### config.mk
export PLATFORM = sky130hd
export DESIGN_NAME = ex_ma_latch_flat
export DESIGN_NICKNAME = d
export VERILOG_FILES = /design/src/rtl/ex_ma_latch_if.sv /design/src/rtl/ex_ma_latch.sv /design/src/flat_wrapper.sv
export SDC_FILE = /design/constraint.sdc
export NUM_CORES = 1
export LEC_CHECK = 0
export BUFFER_PORTS_ARGS = -buffer_cell sky130_fd_sc_hd__buf_2
export CAP_MARGIN = 10
export CORE_AREA = 3 3 168 170
export DETAILED_ROUTE_END_ITERATION = 7
export DIE_AREA = 0 0 171 173
export HOLD_SLACK_MARGIN = 0.06
export PLACE_DENSITY = 0.64
export SETUP_SLACK_MARGIN = 0.02
export SLEW_MARGIN = 5
export SYNTH_ARGS = -nofsm -noshare
export SYNTH_HDL_FRONTEND = slang
export SYNTH_SLANG_ARGS = --single-unit
export TNS_END_PERCENT = 100
### constraint.sdc
create_clock -name clk -period 3.89 [get_ports clk]
set_input_delay 0.778 -clock clk [delete_from_list [all_inputs] [get_ports clk]]
set_output_delay 0.778 -clock clk [all_outputs]
set_load 0.05 [all_outputs]
### src/rtl/ex_ma_latch_if.sv
// ex_ma_latch_if: EX-stage inputs, MA-stage outputs and branch redirect of the EX/MA latch
interface ex_ma_latch_if;
  logic        stall;
  logic        flush;
  logic        ex_valid;
  logic [31:0] ex_pc;
  logic [31:0] ex_instr;
  logic [31:0] ex_alu_result;
  logic [31:0] ex_op2;
  logic [31:0] ex_branch_target;
  logic [31:0] ex_ra;
  logic [21:0] ex_ctrl;
  logic [1:0]  ex_flags;
  logic        ma_valid;
  logic [31:0] ma_pc;
  logic [31:0] ma_instr;
  logic [31:0] ma_alu_result;
  logic [31:0] ma_op2;
  logic [21:0] ma_ctrl;
  logic [1:0]  flags_q;
  logic        branch_taken;
  logic [31:0] branch_pc;
  logic [31:0] retire_cnt;
  modport master (
    output stall, flush, ex_valid, ex_pc, ex_instr, ex_alu_result, ex_op2,
           ex_branch_target, ex_ra, ex_ctrl, ex_flags,
    input  ma_valid, ma_pc, ma_instr, ma_alu_result, ma_op2, ma_ctrl, flags_q,
           branch_taken, branch_pc, retire_cnt
  );
  modport slave (
    input  stall, flush, ex_valid, ex_pc, ex_instr, ex_alu_result, ex_op2,
           ex_branch_target, ex_ra, ex_ctrl, ex_flags,
    output ma_valid, ma_pc, ma_instr, ma_alu_result, ma_op2, ma_ctrl, flags_q,
           branch_taken, branch_pc, retire_cnt
  );
endinterface

### src/rtl/ex_ma_latch.sv
// ex_ma_latch: EX/MA pipeline register with flags register, retire counter and branch resolve
module ex_ma_latch (
  input logic          clk,
  input logic          rst_n,
  ex_ma_latch_if.slave bus
);
  logic        valid_q, valid_d;
  logic [31:0] pc_q, pc_d, instr_q, instr_d, alu_q, alu_d, op2_q, op2_d;
  logic [21:0] ctrl_q, ctrl_d;
  logic [1:0]  flg_q, flg_d;
  logic [31:0] cnt_q, cnt_d;
  logic        adv;
  // next state: flush squashes, stall holds, otherwise advance
  always_comb begin
    adv     = !bus.flush && !bus.stall;
    valid_d = bus.flush ? 1'b0 : bus.stall ? valid_q : bus.ex_valid;
    pc_d    = bus.flush ? '0 : bus.stall ? pc_q    : bus.ex_pc;
    instr_d = bus.flush ? '0 : bus.stall ? instr_q : bus.ex_instr;
    alu_d   = bus.flush ? '0 : bus.stall ? alu_q   : bus.ex_alu_result;
    op2_d   = bus.flush ? '0 : bus.stall ? op2_q   : bus.ex_op2;
    ctrl_d  = bus.flush ? '0 : bus.stall ? ctrl_q  : bus.ex_ctrl;
    flg_d   = (adv && bus.ex_valid && bus.ex_ctrl[11]) ? bus.ex_flags : flg_q;
    cnt_d   = (adv && bus.ex_valid) ? cnt_q + 32'd1 : cnt_q;
  end
  // pipeline state with asynchronous clear
  always_ff @(posedge clk or negedge rst_n) begin
    if (!rst_n) begin
      valid_q <= 1'b0;
      pc_q    <= '0;
      instr_q <= '0;
      alu_q   <= '0;
      op2_q   <= '0;
      ctrl_q  <= '0;
      flg_q   <= '0;
      cnt_q   <= '0;
    end else begin
      valid_q <= valid_d;
      pc_q    <= pc_d;
      instr_q <= instr_d;
      alu_q   <= alu_d;
      op2_q   <= op2_d;
      ctrl_q  <= ctrl_d;
      flg_q   <= flg_d;
      cnt_q   <= cnt_d;
    end
  end
  // branch resolve from registered flags so a cmp directly before beq/bgt is seen
  always_comb begin
    bus.branch_taken = bus.ex_valid & (bus.ex_ctrl[7] | bus.ex_ctrl[8] | bus.ex_ctrl[4] |
                       (bus.ex_ctrl[2] & flg_q[0]) | (bus.ex_ctrl[3] & flg_q[1]));
    bus.branch_pc    = bus.ex_ctrl[4] ? bus.ex_ra : bus.ex_branch_target;
  end
  assign bus.ma_valid      = valid_q;
  assign bus.ma_pc         = pc_q;
  assign bus.ma_instr      = instr_q;
  assign bus.ma_alu_result = alu_q;
  assign bus.ma_op2        = op2_q;
  assign bus.ma_ctrl       = ctrl_q;
  assign bus.flags_q       = flg_q;
  assign bus.retire_cnt    = cnt_q;
endmodule

### src/flat_wrapper.sv
// flat-port wrapper written by rule: the top's interface ports become plain ports
module ex_ma_latch_flat 
  (clk, rst_n, bus_stall, bus_flush, bus_ex_valid, bus_ex_pc, bus_ex_instr, bus_ex_alu_result, bus_ex_op2, bus_ex_branch_target, bus_ex_ra, bus_ex_ctrl, bus_ex_flags, bus_ma_valid, bus_ma_pc, bus_ma_instr, bus_ma_alu_result, bus_ma_op2, bus_ma_ctrl, bus_flags_q, bus_branch_taken, bus_branch_pc, bus_retire_cnt);
  ex_ma_latch_if bus_i ();
  input logic clk;
  input logic rst_n;
  input wire logic [$bits(bus_i.stall)-1:0] bus_stall;
  input wire logic [$bits(bus_i.flush)-1:0] bus_flush;
  input wire logic [$bits(bus_i.ex_valid)-1:0] bus_ex_valid;
  input wire logic [$bits(bus_i.ex_pc)-1:0] bus_ex_pc;
  input wire logic [$bits(bus_i.ex_instr)-1:0] bus_ex_instr;
  input wire logic [$bits(bus_i.ex_alu_result)-1:0] bus_ex_alu_result;
  input wire logic [$bits(bus_i.ex_op2)-1:0] bus_ex_op2;
  input wire logic [$bits(bus_i.ex_branch_target)-1:0] bus_ex_branch_target;
  input wire logic [$bits(bus_i.ex_ra)-1:0] bus_ex_ra;
  input wire logic [$bits(bus_i.ex_ctrl)-1:0] bus_ex_ctrl;
  input wire logic [$bits(bus_i.ex_flags)-1:0] bus_ex_flags;
  output wire logic [$bits(bus_i.ma_valid)-1:0] bus_ma_valid;
  output wire logic [$bits(bus_i.ma_pc)-1:0] bus_ma_pc;
  output wire logic [$bits(bus_i.ma_instr)-1:0] bus_ma_instr;
  output wire logic [$bits(bus_i.ma_alu_result)-1:0] bus_ma_alu_result;
  output wire logic [$bits(bus_i.ma_op2)-1:0] bus_ma_op2;
  output wire logic [$bits(bus_i.ma_ctrl)-1:0] bus_ma_ctrl;
  output wire logic [$bits(bus_i.flags_q)-1:0] bus_flags_q;
  output wire logic [$bits(bus_i.branch_taken)-1:0] bus_branch_taken;
  output wire logic [$bits(bus_i.branch_pc)-1:0] bus_branch_pc;
  output wire logic [$bits(bus_i.retire_cnt)-1:0] bus_retire_cnt;
  assign bus_i.stall = bus_stall;
  assign bus_i.flush = bus_flush;
  assign bus_i.ex_valid = bus_ex_valid;
  assign bus_i.ex_pc = bus_ex_pc;
  assign bus_i.ex_instr = bus_ex_instr;
  assign bus_i.ex_alu_result = bus_ex_alu_result;
  assign bus_i.ex_op2 = bus_ex_op2;
  assign bus_i.ex_branch_target = bus_ex_branch_target;
  assign bus_i.ex_ra = bus_ex_ra;
  assign bus_i.ex_ctrl = bus_ex_ctrl;
  assign bus_i.ex_flags = bus_ex_flags;
  assign bus_ma_valid = bus_i.ma_valid;
  assign bus_ma_pc = bus_i.ma_pc;
  assign bus_ma_instr = bus_i.ma_instr;
  assign bus_ma_alu_result = bus_i.ma_alu_result;
  assign bus_ma_op2 = bus_i.ma_op2;
  assign bus_ma_ctrl = bus_i.ma_ctrl;
  assign bus_flags_q = bus_i.flags_q;
  assign bus_branch_taken = bus_i.branch_taken;
  assign bus_branch_pc = bus_i.branch_pc;
  assign bus_retire_cnt = bus_i.retire_cnt;
  ex_ma_latch u_core (.clk(clk), .rst_n(rst_n), .bus(bus_i));
endmodule
## Word level (Yosys, flattened, before mapping)

Cells that the tools add are included.

| word-level totals | value |
|---|---|
| bits in registers | 185 |
| bits of input ports | 221 |

| cells by class | value |
|---|---|
| $add $sub $neg | 1 |
| equality and inequality tests | 1 |
| muxes and demuxes | 13 |
| bitwise logic cells | 7 |
| reduce and logical (&&, ||, !) cells | 5 |

Operators with widths:

| cell | number |
|---|---|
| 32-bit 2-to-1 mux | 9 |
| 22-bit 2-to-1 mux | 2 |
| 32-bit by 1-bit adder with 32-bit output, second input constant | 1 |
| 1-bit OR | 4 |
| 1-bit bitwise AND | 3 |
| 1-bit logical AND | 3 |
| 1-bit zero test | 2 |
| 1-bit 2-to-1 mux | 2 |
| 2-bit by 1-bit inequality test with 1-bit output, second input constant | 1 |

## Depth between registers and ports, before layout

| logic depth | value |
|---|---|
| depth in word-level cells | 5 |
| depth in mapped cells | 6 |

## Worst setup path before layout

No wires, ideal clock.

| timing | value |
|---|---|
| path kind | in2out |
| start | in bus_ex_ctrl[4] |
| end | out bus_branch_taken |
| arrival time | 2.562 ns |
| path slack | 0.550 ns |
| stages on the path | 4 |
| cells stage by stage | clkbuf_1 -> buf_1 -> nor3_1 -> a21boi_0 |

| on the way | value |
|---|---|
| longest elaborated chain between the ends | 4 |

Ends and longest elaborated chain:

| what | RTL line | source |
|---|---|---|
| from (decl) | flat_wrapper.sv:16 | `input wire logic [$bits(bus_i.ex_ctrl)-1:0] bus_ex_ctrl;` |
| 1-bit OR (2 in series) | ex_ma_latch.sv:49 | `bus.branch_taken = bus.ex_valid & (bus.ex_ctrl[7] \| bus.ex_ctrl[8] \| bus.ex_ctrl[4] \|` |
| 1-bit OR | ex_ma_latch.sv:50 | `(bus.ex_ctrl[2] & flg_q[0]) \| (bus.ex_ctrl[3] & flg_q[1]));` |
| 1-bit bitwise AND | ex_ma_latch.sv:49 |  |
| to (decl) | flat_wrapper.sv:25 | `output wire logic [$bits(bus_i.branch_taken)-1:0] bus_branch_taken;` |

No other way between the ends.

## Final worst setup path

| timing | value |
|---|---|
| start | in bus_ex_ctrl[4] |
| end | out bus_branch_pc[21] |

| on the way | value |
|---|---|
| longest elaborated chain between the ends | 1 |

Ends and longest elaborated chain:

| what | RTL line | source |
|---|---|---|
| 32-bit 2-to-1 mux | ex_ma_latch.sv:51 | `bus.branch_pc = bus.ex_ctrl[4] ? bus.ex_ra : bus.ex_branch_target;` |
| to (decl) | flat_wrapper.sv:26 | `output wire logic [$bits(bus_i.branch_pc)-1:0] bus_branch_pc;` |

No other way between the ends.

==> impl_metrics.csv <==
group,metric,value,unit
cells_and_area,fillers,2622,
placement,port_buffers,438,
sta,slew_headroom,35.40,%
die,dieWidth,171,µm
synthesis,ys_types,30,
flow_run,drv_cap,0,
drt,via_per_inst,4.515,
synthesis,synth.avg_cell_area,12.08,µm²
sta,period_share,70.75,%
clocking,numCtsBuffers,17,
setup_path,path_class,"input port to output port",
setup_path,path_max_fanout,15,
synthesis,synthCells,659,
synthesis,syn-num-nets,881,
pwr,sw_frac_of_total,35.88,%
synthesis,yosysSeqAreaShare,58.17,%
sta,setup_tns,0,ns
drt,wl_per_cell,16.85,µm
die,core.rowCount,60,
clocking,cts-resized-gates,0,
pwr,ir_drop,0.2860,mV
setup_path,reg2reg_depth,4,
sta,setup-violations-final,0,
sta,worst_clock_skew,0.01547,ns
clocking,cts_root_buffer,"clkbuf_16",
die,io_pins,439,
pwr,net-switching-power,1.819,mW
setup_path,start_kind,"input port",
pwr,pwr-share-comb,22.7,%
drt,drc_errors,0,
global_route,grt_pass1_wl,37.28,mm
cells_and_area,area_growth,40.18,%
pwr,clkPwrFrac,35.5,%
pwr,p_int,3.251,mW
synthesis,synth-edff-count,0,
setup_path,r2r_setup_slack,2.14,ns
synthesis,ys_seq_elements,185,
global_route,grt_pass1_vias,6713,
global_route,antenna_found_initial,0,
sta,rsz0062_at_grt,"no",
placement,globalplace.congestion,0.8219,
sta,fmax,0.3633,GHz
pwr,static-leakage-power,6.330,nW
clocking,clk_latency,0.43,ns
sta,finalHoldViolCount,0,
cells_and_area,antenna_cells,0,
run_status,status,"complete, no violations",
synthesis,synth_area,0.007959,mm²
worst_hold_path,hold_class,"input port to asynchronous set/reset pin",
synthesis,ys.flop_type,"dfrtp_1",
cells_and_area,final_layout_size_suffix_gt1_share,47.49,%
global_route,grt_overflow,0,
global_route,grt_max_degree,95,
synthesis,synthArstFlopShare,100.0,%
cells_and_area,fin_area,0.01116,mm²
setup_path,crit_path_end_kind,"output port",
setup_path,r2r-start,"u_core.bus.retire_cnt[15]",
global_route,grt_usage,15.89,%
drt,drtIter0Drc,352,
pwr,seq_power_share,41.8,%
die,die_h,173,µm
placement,place_area,0.01053,mm²
die,core,0.02688,mm²
setup_path,critical_path_arrival,1.97,ns
drt,vias,6493,
clocking,cts_hold_buf,0,
sta,drv_slew,0,
clocking,cts.sinks,185,
clocking,cts_max_path_buffers,2,
drt,ant_nets,0,
drt,wirelength,24.23,mm
clocking,cts.clk_slew.worst_paths,0.08,ns
cells_and_area,nets,1306,
setup_path,rr_endpoint,"u_core.bus.retire_cnt[27]",
setup_path,worstPathRequired,3.11,ns
placement,dp_hpwl,18.33,mm
synthesis,ys.warnings.count,0,
clocking,cts_tree,"yes",
clocking,h-tree-depth,4,
die,start_util,29.61,%
clocking,cts_setup_buffers,0,
sta,worst_pin_slew,0.9690,ns
die,dieArea,0.02958,mm²
pwr,powerDensity,454.4,mW/mm²
sta,fin_crit,2.752,ns
drt,drtPass1Iterations,4,
[synthesized netlist by cell type (2+ instances only)]
cell / instances / share of area, %
dfrtp_1: 185 / 58
nor2_1: 155 / 7.3
mux2i_1: 150 / 19
mux2_2: 35 / 5.0
clkbuf_1: 22 / 1.0
xnor2_1: 21 / 2.3
buf_2: 15 / 0.94
nand2_1: 13 / 0.61
nand3_1: 13 / 0.82
xor2_1: 10 / 1.1
nand4_1: 8 / 0.63
and4_1: 5 / 0.55
and3_1: 4 / 0.31
nor3_1: 4 / 0.25
buf_1: 3 / 0.14
nor4_2: 2 / 0.31
[logic make-up after synthesis]
| family | share of synthesized area (%) |
|---|---|
| buffers and inverters | 2.169 |
| and+or+nand+nor | 12.03 |
| adders and majority gates | 0.1572 |
| DFF | 58.17 |
| muxes | 23.82 |
| AOI/OAI and AO/OA | 0.2515 |
| xor gates and xnor gates | 3.411 |
[worst max-delay path by stage]
stage	start	endpoint	slack (ns)	cells after the start
2_1_floorplan	bus_ex_ctrl[4]	bus_branch_taken	0.55	4
3_3_place_gp	bus_ex_ctrl[4]	bus_branch_taken	1.09	4
3_5_place_dp	bus_ex_ctrl[4]	bus_branch_taken	1.11	4
4_1_cts	bus_ex_ctrl[4]	bus_branch_taken	1.10	4
5_1_grt	bus_ex_ctrl[4]	bus_branch_pc[21]	1.06	4
6_report	bus_ex_ctrl[4]	bus_branch_pc[21]	1.14	4
[through the flow]
stage,setup WS (ns),hold WS (ns),std cells,total power [mW],utilization [%]
finish,1.138,0.4374,1438,5.070,41.51
CTS,1.096,0.4539,1438,5.158,41.51
detailed placement,1.105,0.4658,1406,3.323,39.17
floorplan,0.5500,0.4824,659,2.922,-
global route,1.057,0.4766,1438,5.308,41.51
global placement,1.094,0.4589,1406,3.309,39.17
[flip-flops by register name, indices dropped and copies added, names as in the netlist]
name,count
u_core.bus.ma_ctrl,22
u_core.bus.retire_cnt,32
u_core.bus.ma_pc,32
u_core.bus.ma_alu_result,32
u_core.bus.ma_valid,1
u_core.bus.ma_instr,32
u_core.bus.ma_op2,32
u_core.bus.flags_q,2
[critical path, stage by stage]
cell and delay [ns]:
buf_2 0.34, buf_4 0.28, mux2_2 0.36, buf_2 0.21
[power by group through the flow]
stage | Clock, mW | Combinational [mW] | Sequential [mW]
finish | 1.80 | 1.15 | 2.12
global route | 1.95 | 1.22 | 2.14
CTS | 1.87 | 1.17 | 2.12
detailed placement | 0 | 1.17 | 2.16
global placement | 0 | 1.16 | 2.15
floorplan | 0 | 0.364 | 2.56
[layer usage]
layer | routed length (µm) | global-route usage, % | vias up
met4 | 371 | 4.024 | 0
met1 | 10060 | 19.52 | 3096
li1 | - | - | 3095
met3 | 1932 | 4.847 | 21
met2 | 11870 | 27.18 | 281
met5 | 0 | 0 | -
[layout make-up]
class                   instances  area [µm²]  share of cell area (%)
clock buffers                  17       425.4                   3.813
clock inverters                15       205.2                   1.839
flip-flops and latches        185        4629                   41.49
well taps                     341       426.7                   3.824
repair buffers                446        2310                   20.70
multi-input cells             433        3157                   28.29
inverters                       1       3.754                 0.03364
[cells in the final DEF (no fill, tap or decap), types with 2 or more instances in the layout]
master and n:
buf_2 435, dfrtp_1 185, nor2_1 155, mux2i_1 150, mux2_2 35, xnor2_1 21, clkbuf_16 17, nand2_1 13
nand3_1 13, xor2_1 10, clkinv_8 9, nand4_1 8, buf_4 6, and4_1 5, nor3_1 4, and3_1 4
buf_12 3, nor4_2 2, clkinv_4 2, clkbuf_8 2
(Power assumes the default switching activity.)
